## config.mk

```make
export PLATFORM = sky130hd
export DESIGN_NAME = mc_ctrl_fsm_flat
export DESIGN_NICKNAME = d
export VERILOG_FILES = /design/src/rtl/mc_ctrl_if.sv /design/src/rtl/mc_ctrl_fsm.sv /design/src/flat_wrapper.sv
export SDC_FILE = /design/constraint.sdc
export NUM_CORES = 1
export LEC_CHECK = 0
export CORE_MARGIN = 4
export CORE_UTILIZATION = 31
export DETAILED_ROUTE_END_ITERATION = 12
export GPL_TIMING_DRIVEN = 1
export SYNTH_ARGS = -nofsm -noshare
export SYNTH_HDL_FRONTEND = slang
export SYNTH_SLANG_ARGS = --single-unit
export TNS_END_PERCENT = 5
```

## constraint.sdc

```tcl
create_clock -name clk_i -period 6.5 [get_ports clk_i]
set_clock_uncertainty 0.2 [all_clocks]
set_input_delay 1.3 -clock clk_i [delete_from_list [all_inputs] [get_ports clk_i]]
set_output_delay 1.3 -clock clk_i [all_outputs]
set_load 0.01 [all_outputs]
```

## src/rtl/mc_ctrl_if.sv

```systemverilog
// Control bundle between the tinymips multicycle controller and its datapath.
// The controller (master) consumes instr/zero/mem_rdy and drives every select and strobe.
interface mc_ctrl_if #(
    parameter int STATE_W  = 4,
    parameter int RETIRE_W = 32
);
    logic [31:0]         instr;
    logic                zero;
    logic                mem_rdy;
    logic                irwrite;
    logic                pcwrite;
    logic                iord;
    logic                memwrite;
    logic                regwrite;
    logic                regdst;
    logic                memtoreg;
    logic                alusrca;
    logic [1:0]          alusrcb;
    logic [1:0]          pcsrc;
    logic [2:0]          aluctrl;
    logic                illegal;
    logic [STATE_W-1:0]  state;
    logic [RETIRE_W-1:0] retired;

    modport master (
        input  instr, zero, mem_rdy,
        output irwrite, pcwrite, iord, memwrite, regwrite, regdst, memtoreg,
               alusrca, alusrcb, pcsrc, aluctrl, illegal, state, retired
    );

    modport slave (
        output instr, zero, mem_rdy,
        input  irwrite, pcwrite, iord, memwrite, regwrite, regdst, memtoreg,
               alusrca, alusrcb, pcsrc, aluctrl, illegal, state, retired
    );
endinterface

```

## src/rtl/mc_ctrl_fsm.sv

```systemverilog
// Multicycle control FSM for tinymips: decodes lw/sw/R/addi/beq/j and sequences
// the shared-memory datapath, one Moore state per clock, with a retired-instruction counter.
module mc_ctrl_fsm #(
    parameter int STATE_W  = 4,
    parameter int RETIRE_W = 32
) (
    input  logic      clk_i,
    input  logic      rst_n_i,
    mc_ctrl_if.master bus
);
    typedef enum logic [3:0] {
        S_FETCH  = 4'd0,
        S_DECODE = 4'd1,
        S_MEMADR = 4'd2,
        S_MEMRD  = 4'd3,
        S_MEMWB  = 4'd4,
        S_MEMWR  = 4'd5,
        S_EXEC   = 4'd6,
        S_ALUWB  = 4'd7,
        S_ADDIEX = 4'd8,
        S_ADDIWB = 4'd9,
        S_BRANCH = 4'd10,
        S_JUMP   = 4'd11
    } state_t;

    state_t                state_q, state_d;
    logic [RETIRE_W-1:0]   retired_q, retired_d;

    logic       irwrite, pcwrite, iord, memwrite, regwrite, regdst, memtoreg, alusrca, illegal;
    logic [1:0] alusrcb, pcsrc;
    logic [2:0] aluctrl;
    logic       retire;

    logic [5:0] opcode, funct;
    assign opcode = bus.instr[31:26];
    assign funct  = bus.instr[5:0];

    // Memory handshake: a fetch/load/store access is issued for as long as the FSM
    // sits in FETCH/MEMRD/MEMWR and completes on the first cycle with mem_rdy=1;
    // strobes qualified by it (irwrite, pcwrite in FETCH) fire only in that cycle.
    always_comb begin
        state_d  = state_q;
        irwrite  = 1'b0;
        pcwrite  = 1'b0;
        iord     = 1'b0;
        memwrite = 1'b0;
        regwrite = 1'b0;
        regdst   = 1'b0;
        memtoreg = 1'b0;
        alusrca  = 1'b0;
        alusrcb  = 2'b00;
        pcsrc    = 2'b00;
        aluctrl  = 3'b000;
        illegal  = 1'b0;
        retire   = 1'b0;
        case (state_q)
            S_FETCH: begin
                alusrcb = 2'b01;
                aluctrl = 3'b010;
                if (bus.mem_rdy) begin
                    irwrite = 1'b1;
                    pcwrite = 1'b1;
                    state_d = S_DECODE;
                end
            end
            S_DECODE: begin
                alusrcb = 2'b11;
                aluctrl = 3'b010;
                case (opcode)
                    6'h23, 6'h2B: state_d = S_MEMADR;
                    6'h00:        state_d = S_EXEC;
                    6'h08:        state_d = S_ADDIEX;
                    6'h04:        state_d = S_BRANCH;
                    6'h02:        state_d = S_JUMP;
                    default: begin
                        illegal = 1'b1;
                        state_d = S_FETCH;
                    end
                endcase
            end
            S_MEMADR: begin
                alusrca = 1'b1;
                alusrcb = 2'b10;
                aluctrl = 3'b010;
                state_d = (opcode == 6'h2B) ? S_MEMWR : S_MEMRD;
            end
            S_MEMRD: begin
                iord = 1'b1;
                if (bus.mem_rdy) state_d = S_MEMWB;
            end
            S_MEMWB: begin
                regwrite = 1'b1;
                memtoreg = 1'b1;
                retire   = 1'b1;
                state_d  = S_FETCH;
            end
            S_MEMWR: begin
                iord     = 1'b1;
                memwrite = 1'b1;
                if (bus.mem_rdy) begin
                    retire  = 1'b1;
                    state_d = S_FETCH;
                end
            end
            S_EXEC: begin
                alusrca = 1'b1;
                state_d = S_ALUWB;
                case (funct)
                    6'd32:   aluctrl = 3'b010;
                    6'd34:   aluctrl = 3'b110;
                    6'd36:   aluctrl = 3'b000;
                    6'd37:   aluctrl = 3'b001;
                    6'd42:   aluctrl = 3'b111;
                    default: begin
                        illegal = 1'b1;
                        state_d = S_FETCH;
                    end
                endcase
            end
            S_ALUWB: begin
                regwrite = 1'b1;
                regdst   = 1'b1;
                retire   = 1'b1;
                state_d  = S_FETCH;
            end
            S_ADDIEX: begin
                alusrca = 1'b1;
                alusrcb = 2'b10;
                aluctrl = 3'b010;
                state_d = S_ADDIWB;
            end
            S_ADDIWB: begin
                regwrite = 1'b1;
                retire   = 1'b1;
                state_d  = S_FETCH;
            end
            S_BRANCH: begin
                alusrca = 1'b1;
                aluctrl = 3'b110;
                pcsrc   = 2'b01;
                pcwrite = bus.zero;
                retire  = 1'b1;
                state_d = S_FETCH;
            end
            S_JUMP: begin
                pcsrc   = 2'b10;
                pcwrite = 1'b1;
                retire  = 1'b1;
                state_d = S_FETCH;
            end
            default: state_d = S_FETCH;
        endcase
        retired_d = retire ? retired_q + 1'b1 : retired_q;
    end

    always_ff @(posedge clk_i or negedge rst_n_i) begin
        if (!rst_n_i) begin
            state_q   <= S_FETCH;
            retired_q <= '0;
        end else begin
            state_q   <= state_d;
            retired_q <= retired_d;
        end
    end

    // Strobes are masked by reset so an aborted instruction cannot write anything.
    assign bus.irwrite  = irwrite  & rst_n_i;
    assign bus.pcwrite  = pcwrite  & rst_n_i;
    assign bus.memwrite = memwrite & rst_n_i;
    assign bus.regwrite = regwrite & rst_n_i;
    assign bus.illegal  = illegal  & rst_n_i;
    assign bus.iord     = iord;
    assign bus.regdst   = regdst;
    assign bus.memtoreg = memtoreg;
    assign bus.alusrca  = alusrca;
    assign bus.alusrcb  = alusrcb;
    assign bus.pcsrc    = pcsrc;
    assign bus.aluctrl  = aluctrl;
    assign bus.state    = STATE_W'(state_q);
    assign bus.retired  = retired_q;
endmodule
```

## src/flat_wrapper.sv

```systemverilog
// flat-port wrapper written by rule: the top's interface ports become plain ports
module mc_ctrl_fsm_flat 
#(
    parameter int STATE_W  = 4,
    parameter int RETIRE_W = 32
)
  (clk_i, rst_n_i, bus_instr, bus_zero, bus_mem_rdy, bus_irwrite, bus_pcwrite, bus_iord, bus_memwrite, bus_regwrite, bus_regdst, bus_memtoreg, bus_alusrca, bus_alusrcb, bus_pcsrc, bus_aluctrl, bus_illegal, bus_state, bus_retired);
  mc_ctrl_if #(.STATE_W(STATE_W), .RETIRE_W(RETIRE_W)) bus_i ();
  input  logic clk_i;
  input  logic rst_n_i;
  input wire logic [$bits(bus_i.instr)-1:0] bus_instr;
  input wire logic [$bits(bus_i.zero)-1:0] bus_zero;
  input wire logic [$bits(bus_i.mem_rdy)-1:0] bus_mem_rdy;
  output wire logic [$bits(bus_i.irwrite)-1:0] bus_irwrite;
  output wire logic [$bits(bus_i.pcwrite)-1:0] bus_pcwrite;
  output wire logic [$bits(bus_i.iord)-1:0] bus_iord;
  output wire logic [$bits(bus_i.memwrite)-1:0] bus_memwrite;
  output wire logic [$bits(bus_i.regwrite)-1:0] bus_regwrite;
  output wire logic [$bits(bus_i.regdst)-1:0] bus_regdst;
  output wire logic [$bits(bus_i.memtoreg)-1:0] bus_memtoreg;
  output wire logic [$bits(bus_i.alusrca)-1:0] bus_alusrca;
  output wire logic [$bits(bus_i.alusrcb)-1:0] bus_alusrcb;
  output wire logic [$bits(bus_i.pcsrc)-1:0] bus_pcsrc;
  output wire logic [$bits(bus_i.aluctrl)-1:0] bus_aluctrl;
  output wire logic [$bits(bus_i.illegal)-1:0] bus_illegal;
  output wire logic [$bits(bus_i.state)-1:0] bus_state;
  output wire logic [$bits(bus_i.retired)-1:0] bus_retired;
  assign bus_i.instr = bus_instr;
  assign bus_i.zero = bus_zero;
  assign bus_i.mem_rdy = bus_mem_rdy;
  assign bus_irwrite = bus_i.irwrite;
  assign bus_pcwrite = bus_i.pcwrite;
  assign bus_iord = bus_i.iord;
  assign bus_memwrite = bus_i.memwrite;
  assign bus_regwrite = bus_i.regwrite;
  assign bus_regdst = bus_i.regdst;
  assign bus_memtoreg = bus_i.memtoreg;
  assign bus_alusrca = bus_i.alusrca;
  assign bus_alusrcb = bus_i.alusrcb;
  assign bus_pcsrc = bus_i.pcsrc;
  assign bus_aluctrl = bus_i.aluctrl;
  assign bus_illegal = bus_i.illegal;
  assign bus_state = bus_i.state;
  assign bus_retired = bus_i.retired;
  mc_ctrl_fsm #(.STATE_W(STATE_W), .RETIRE_W(RETIRE_W)) u_core (.clk_i(clk_i), .rst_n_i(rst_n_i), .bus(bus_i));
endmodule
```

==> summary.txt <==
Placed design
  • Final HPWL DP: 3920 microns
  • Final RePlAce weighted congestion: 0.752
  • PortBufs: 67
  • Placement Cell Area: 0.00280 sq mm

Synth
  • Mux contribution to synthesized area: 0.481%
  • Synth unique cells: 43
  • Number of synthesized flops with an enable pin: 0
  • Async S/R FF share, synth: 100%
  • Synth Instances: 224
  • XOR/XNOR share of the synthesized area: 13.9%
  • YS warnings: 0
  • Synth Area in Simple Gates: 29.1%
  • Synth area leader: dfrtp_1
  • Synth Flop Type: dfrtp_1
  • Ranking of synthesized cells by area: dfrtp_1 (43%), xnor2_1 (9.7%), nor2_1 (4.7%)
  • Post-Syn Area: 0.00208 sq mm
  • FF+latch count, synth: 36
  • Synth Net Count: 261
  • Syn Area/Cell: 9.29 sq um
  • Sequential area share after synthesis: 43.3%
  • Post-synthesis compound-gate area fraction: 9.20%
  • Post-synth top area share: 43.3%
  • Post-synthesis adder-cell area fraction: 0.601%
  • Main combinational cell family by area after synthesis: simple AND/OR/NAND/NOR gates

Pwr
  • VDD IR-drop max: 0.000118 V
  • Pwr dens: 263 mW/mm^2
  • Total power: 0.761 mW
  • Lkg Pwr: 1.05 nW

Detailed routing
  • DRT iter0 DRCs: 51
  • Final ANT Viol Nets: 0
  • Via density: 5.07
  • Post-route DRC: 0
  • Routed length per instance: 13.9 microns
  • Post-Route WL: 5130 microns
  • Drt pass-1 iters: 4
  • Via count: 1870

Critical path
  • Crit path launch: bus_instr[28]
  • Setup Crit Path Kind: input pin to primary output
  • Crit path buffers/inverters: 2
  • Cell count of the worst reg-to-reg path: 5
  • Crit path top cell by count: clkdlybuf4s50_1
  • Reg2reg start: u_core.bus.state[2]$_DFFE_PN0P_
  • Crit path DAT: 3.35 ns
  • CP max stage delay: 0.59 ns
  • Crit-path cells: clkdlybuf4s50_1 -> or4_1 -> nor3b_1 -> nor3_1 -> o21ai_0 -> a21oi_1 -> clkdlybuf4s50_1
  • R2R Setup Slk: 3.73 ns
  • Levels on crit path: 7
  • Worst-path maximum fanout: 6
  • Required time of the critical path: 5.00 ns
  • Slowest CP cell: or4_1
  • CP endpoint kind: primary output
  • Element type at the critical path start: input pin
  • Crit path to: bus_illegal
  • FF-to-FF End: u_core.bus.retired[21]$_DFFE_PN0P_
  • Crit-path leading delay family: buffers and inverters

Die
  • Die X: 89.9 microns
  • Core area: 0.00642 sq mm
  • Die H: 89.9 microns
  • Die ar.: 0.00809 sq mm
  • Core Rows: 29
  • Initial Utilization: 32.4%
  • Io pins: 88

STA
  • Min cycle time layout: 4.85 ns
  • Slew Viols, Final: 0
  • Worst Tran Pin Value: 0.692 ns
  • RSZ-0062 raised after global routing: no
  • Slew headroom: 53.4%
  • Endpoints failing setup: 0
  • Hold Vio Cnt, Final: 0
  • Setup TNS: 0 ns
  • Fmax: 0.206 GHz
  • Final worst-path cycle share: 74.6%

CTS
  • Worst-Skew Late Latency: 0.28 ns
  • CTS hold repair buffers: 0
  • Worst-case clock buffer depth: 2
  • Post_cts resized: 0
  • Reg clk slew, reported paths: 0.07 ns
  • Clock sink count: 36
  • Post-CTS Setup Inserts: 0
  • Num CTS Buffers: 5
  • Root Buffer: clkbuf_8
  • TritonCTS clock tree: built
  • H-tree depth: 2

Global routing
  • All-Layer GR Usage: 13.0%
  • Total global routing overflow: 0
  • Pin count of the biggest net entering global routing: 26
  • Initial antenna violation count: 0
  • Vias in the first global route: 1838
  • Global-route wire length before repair: 8840 microns

Final layout
  • Multi-input logic area: 0.00111 sq mm
  • Number of diodes: 0
  • Final instance area: 0.00289 sq mm
  • Fillers: 613
  • Share of layout cells above drive strength 1: 5.14%
  • Register Area: 901 sq um
  • Layout Nets: 328
  • Layout area overhead: 39.0%

Run status
  • Status: finished clean

Job
  • Max Cap Viol: 0

Min path
  • HP Class: register to register
## per-layer routing
layer | wire length (microns) | GRT usage [%] | up-vias
met5 | 0 | 0 | -
met4 | 44 | 3.44 | 0
met3 | 326 | 3.76 | 6
met2 | 2280 | 20.4 | 61
met1 | 2480 | 17.7 | 876
li1 | - | - | 927
## layout by cell type (no fill, tap or decap), types with 2 or more instances in the layout
master,n
xor2_1,10
inv_1,5
or2_2,2
xnor2_1,23
nor2_1,26
a31oi_1,2
nand2_1,23
nor4_1,3
o22ai_1,2
clkbuf_8,6
nor3_1,8
clkdlybuf4s50_1,66
nand3_1,11
o211ai_1,3
nand2b_1,6
nor4b_1,2
nand4_1,12
a21oi_1,7
a211oi_1,2
and2_1,4
or4_1,2
nor3b_1,2
o21ai_0,4
and3_1,3
dfrtp_1,36
## cells in the mapped netlist, types with 2 or more instances
| cell type | instances |
|---|---|
| a211oi_1 | 2 |
| a21oi_1 | 7 |
| a31oi_1 | 2 |
| and2_1 | 4 |
| and3_1 | 3 |
| buf_6 | 3 |
| clkbuf_1 | 5 |
| dfrtp_1 | 36 |
| inv_1 | 5 |
| nand2_1 | 23 |
| nand2b_1 | 6 |
| nand3_1 | 11 |
| nand4_1 | 12 |
| nor2_1 | 26 |
| nor3_1 | 8 |
| nor3b_1 | 2 |
| nor4_1 | 3 |
| nor4b_1 | 2 |
| o211ai_1 | 3 |
| o21ai_0 | 4 |
| o22ai_1 | 2 |
| or2_2 | 2 |
| or4_1 | 2 |
| xnor2_1 | 23 |
| xor2_1 | 10 |
## power by group
group          internal [mW]  leakage (nW)  switching [mW]
clock network         0.0861        0.0445          0.0768
registers              0.247         0.445          0.0637
logic                  0.154         0.556           0.134
## worst min-delay path by stage
stage | startpoint | to | slack [ns] | cells past startpoint
CTS | u_core.bus.retired[31]$_DFFE_PN0P_ | u_core.bus.retired[31]$_DFFE_PN0P_ | 0.28 | 1
global placement | u_core.bus.retired[31]$_DFFE_PN0P_ | u_core.bus.retired[31]$_DFFE_PN0P_ | 0.26 | 1
global route | u_core.bus.retired[17]$_DFFE_PN0P_ | u_core.bus.retired[17]$_DFFE_PN0P_ | 0.32 | 1
floorplan | u_core.bus.retired[31]$_DFFE_PN0P_ | u_core.bus.retired[31]$_DFFE_PN0P_ | 0.30 | 1
detailed placement | u_core.bus.retired[31]$_DFFE_PN0P_ | u_core.bus.retired[31]$_DFFE_PN0P_ | 0.26 | 1
finish | u_core.bus.retired[31]$_DFFE_PN0P_ | u_core.bus.retired[31]$_DFFE_PN0P_ | 0.27 | 1
## logic make-up (layout without fill, tap and decap cells)
family / Yosys count / after routing
flops: 36 / 36
xor+xnor: 33 / 33
mux: 1 / 1
simple gates: 112 / 112
compound gates: 28 / 28
buf+inv: 13 / 81
fa+ha+maj: 1 / 1
## flip-flops by register name, indices dropped and copies added (netlist names)
register	cells
u_core.bus.retired	32
u_core.bus.state	4
## through the flow
stage,std cells,hold WS [ns],setup slack [ns],utilization [%]
6_report,369,0.274,1.65,45.0
5_1_grt,369,0.317,1.49,45.0
4_1_cts,369,0.279,1.66,45.0
3_5_place_dp,361,0.265,1.67,43.6
3_3_place_gp,361,0.260,1.69,43.6
2_1_floorplan,224,0.304,2.72,-
## worst register-to-register path: cells and delay by family, from the launching register on
kind / cells / cell delay (ns)
simple gates: 3 / 1.14
flops: 1 / 0.66
compound gates: 1 / 0.51
xor+xnor: 1 / 0.16
## cell type report
| type | count | area share (%) |
|---|---|---|
| multi-input combinational | 175 | 38.3 |
| sequential | 36 | 31.2 |
| timing repair buffer | 68 | 23.3 |
| tap | 77 | 3.33 |
| clock buffer | 7 | 2.99 |
| inverter | 5 | 0.649 |
| clock inverter | 1 | 0.260 |
Power figures use the tool's default switching activity.
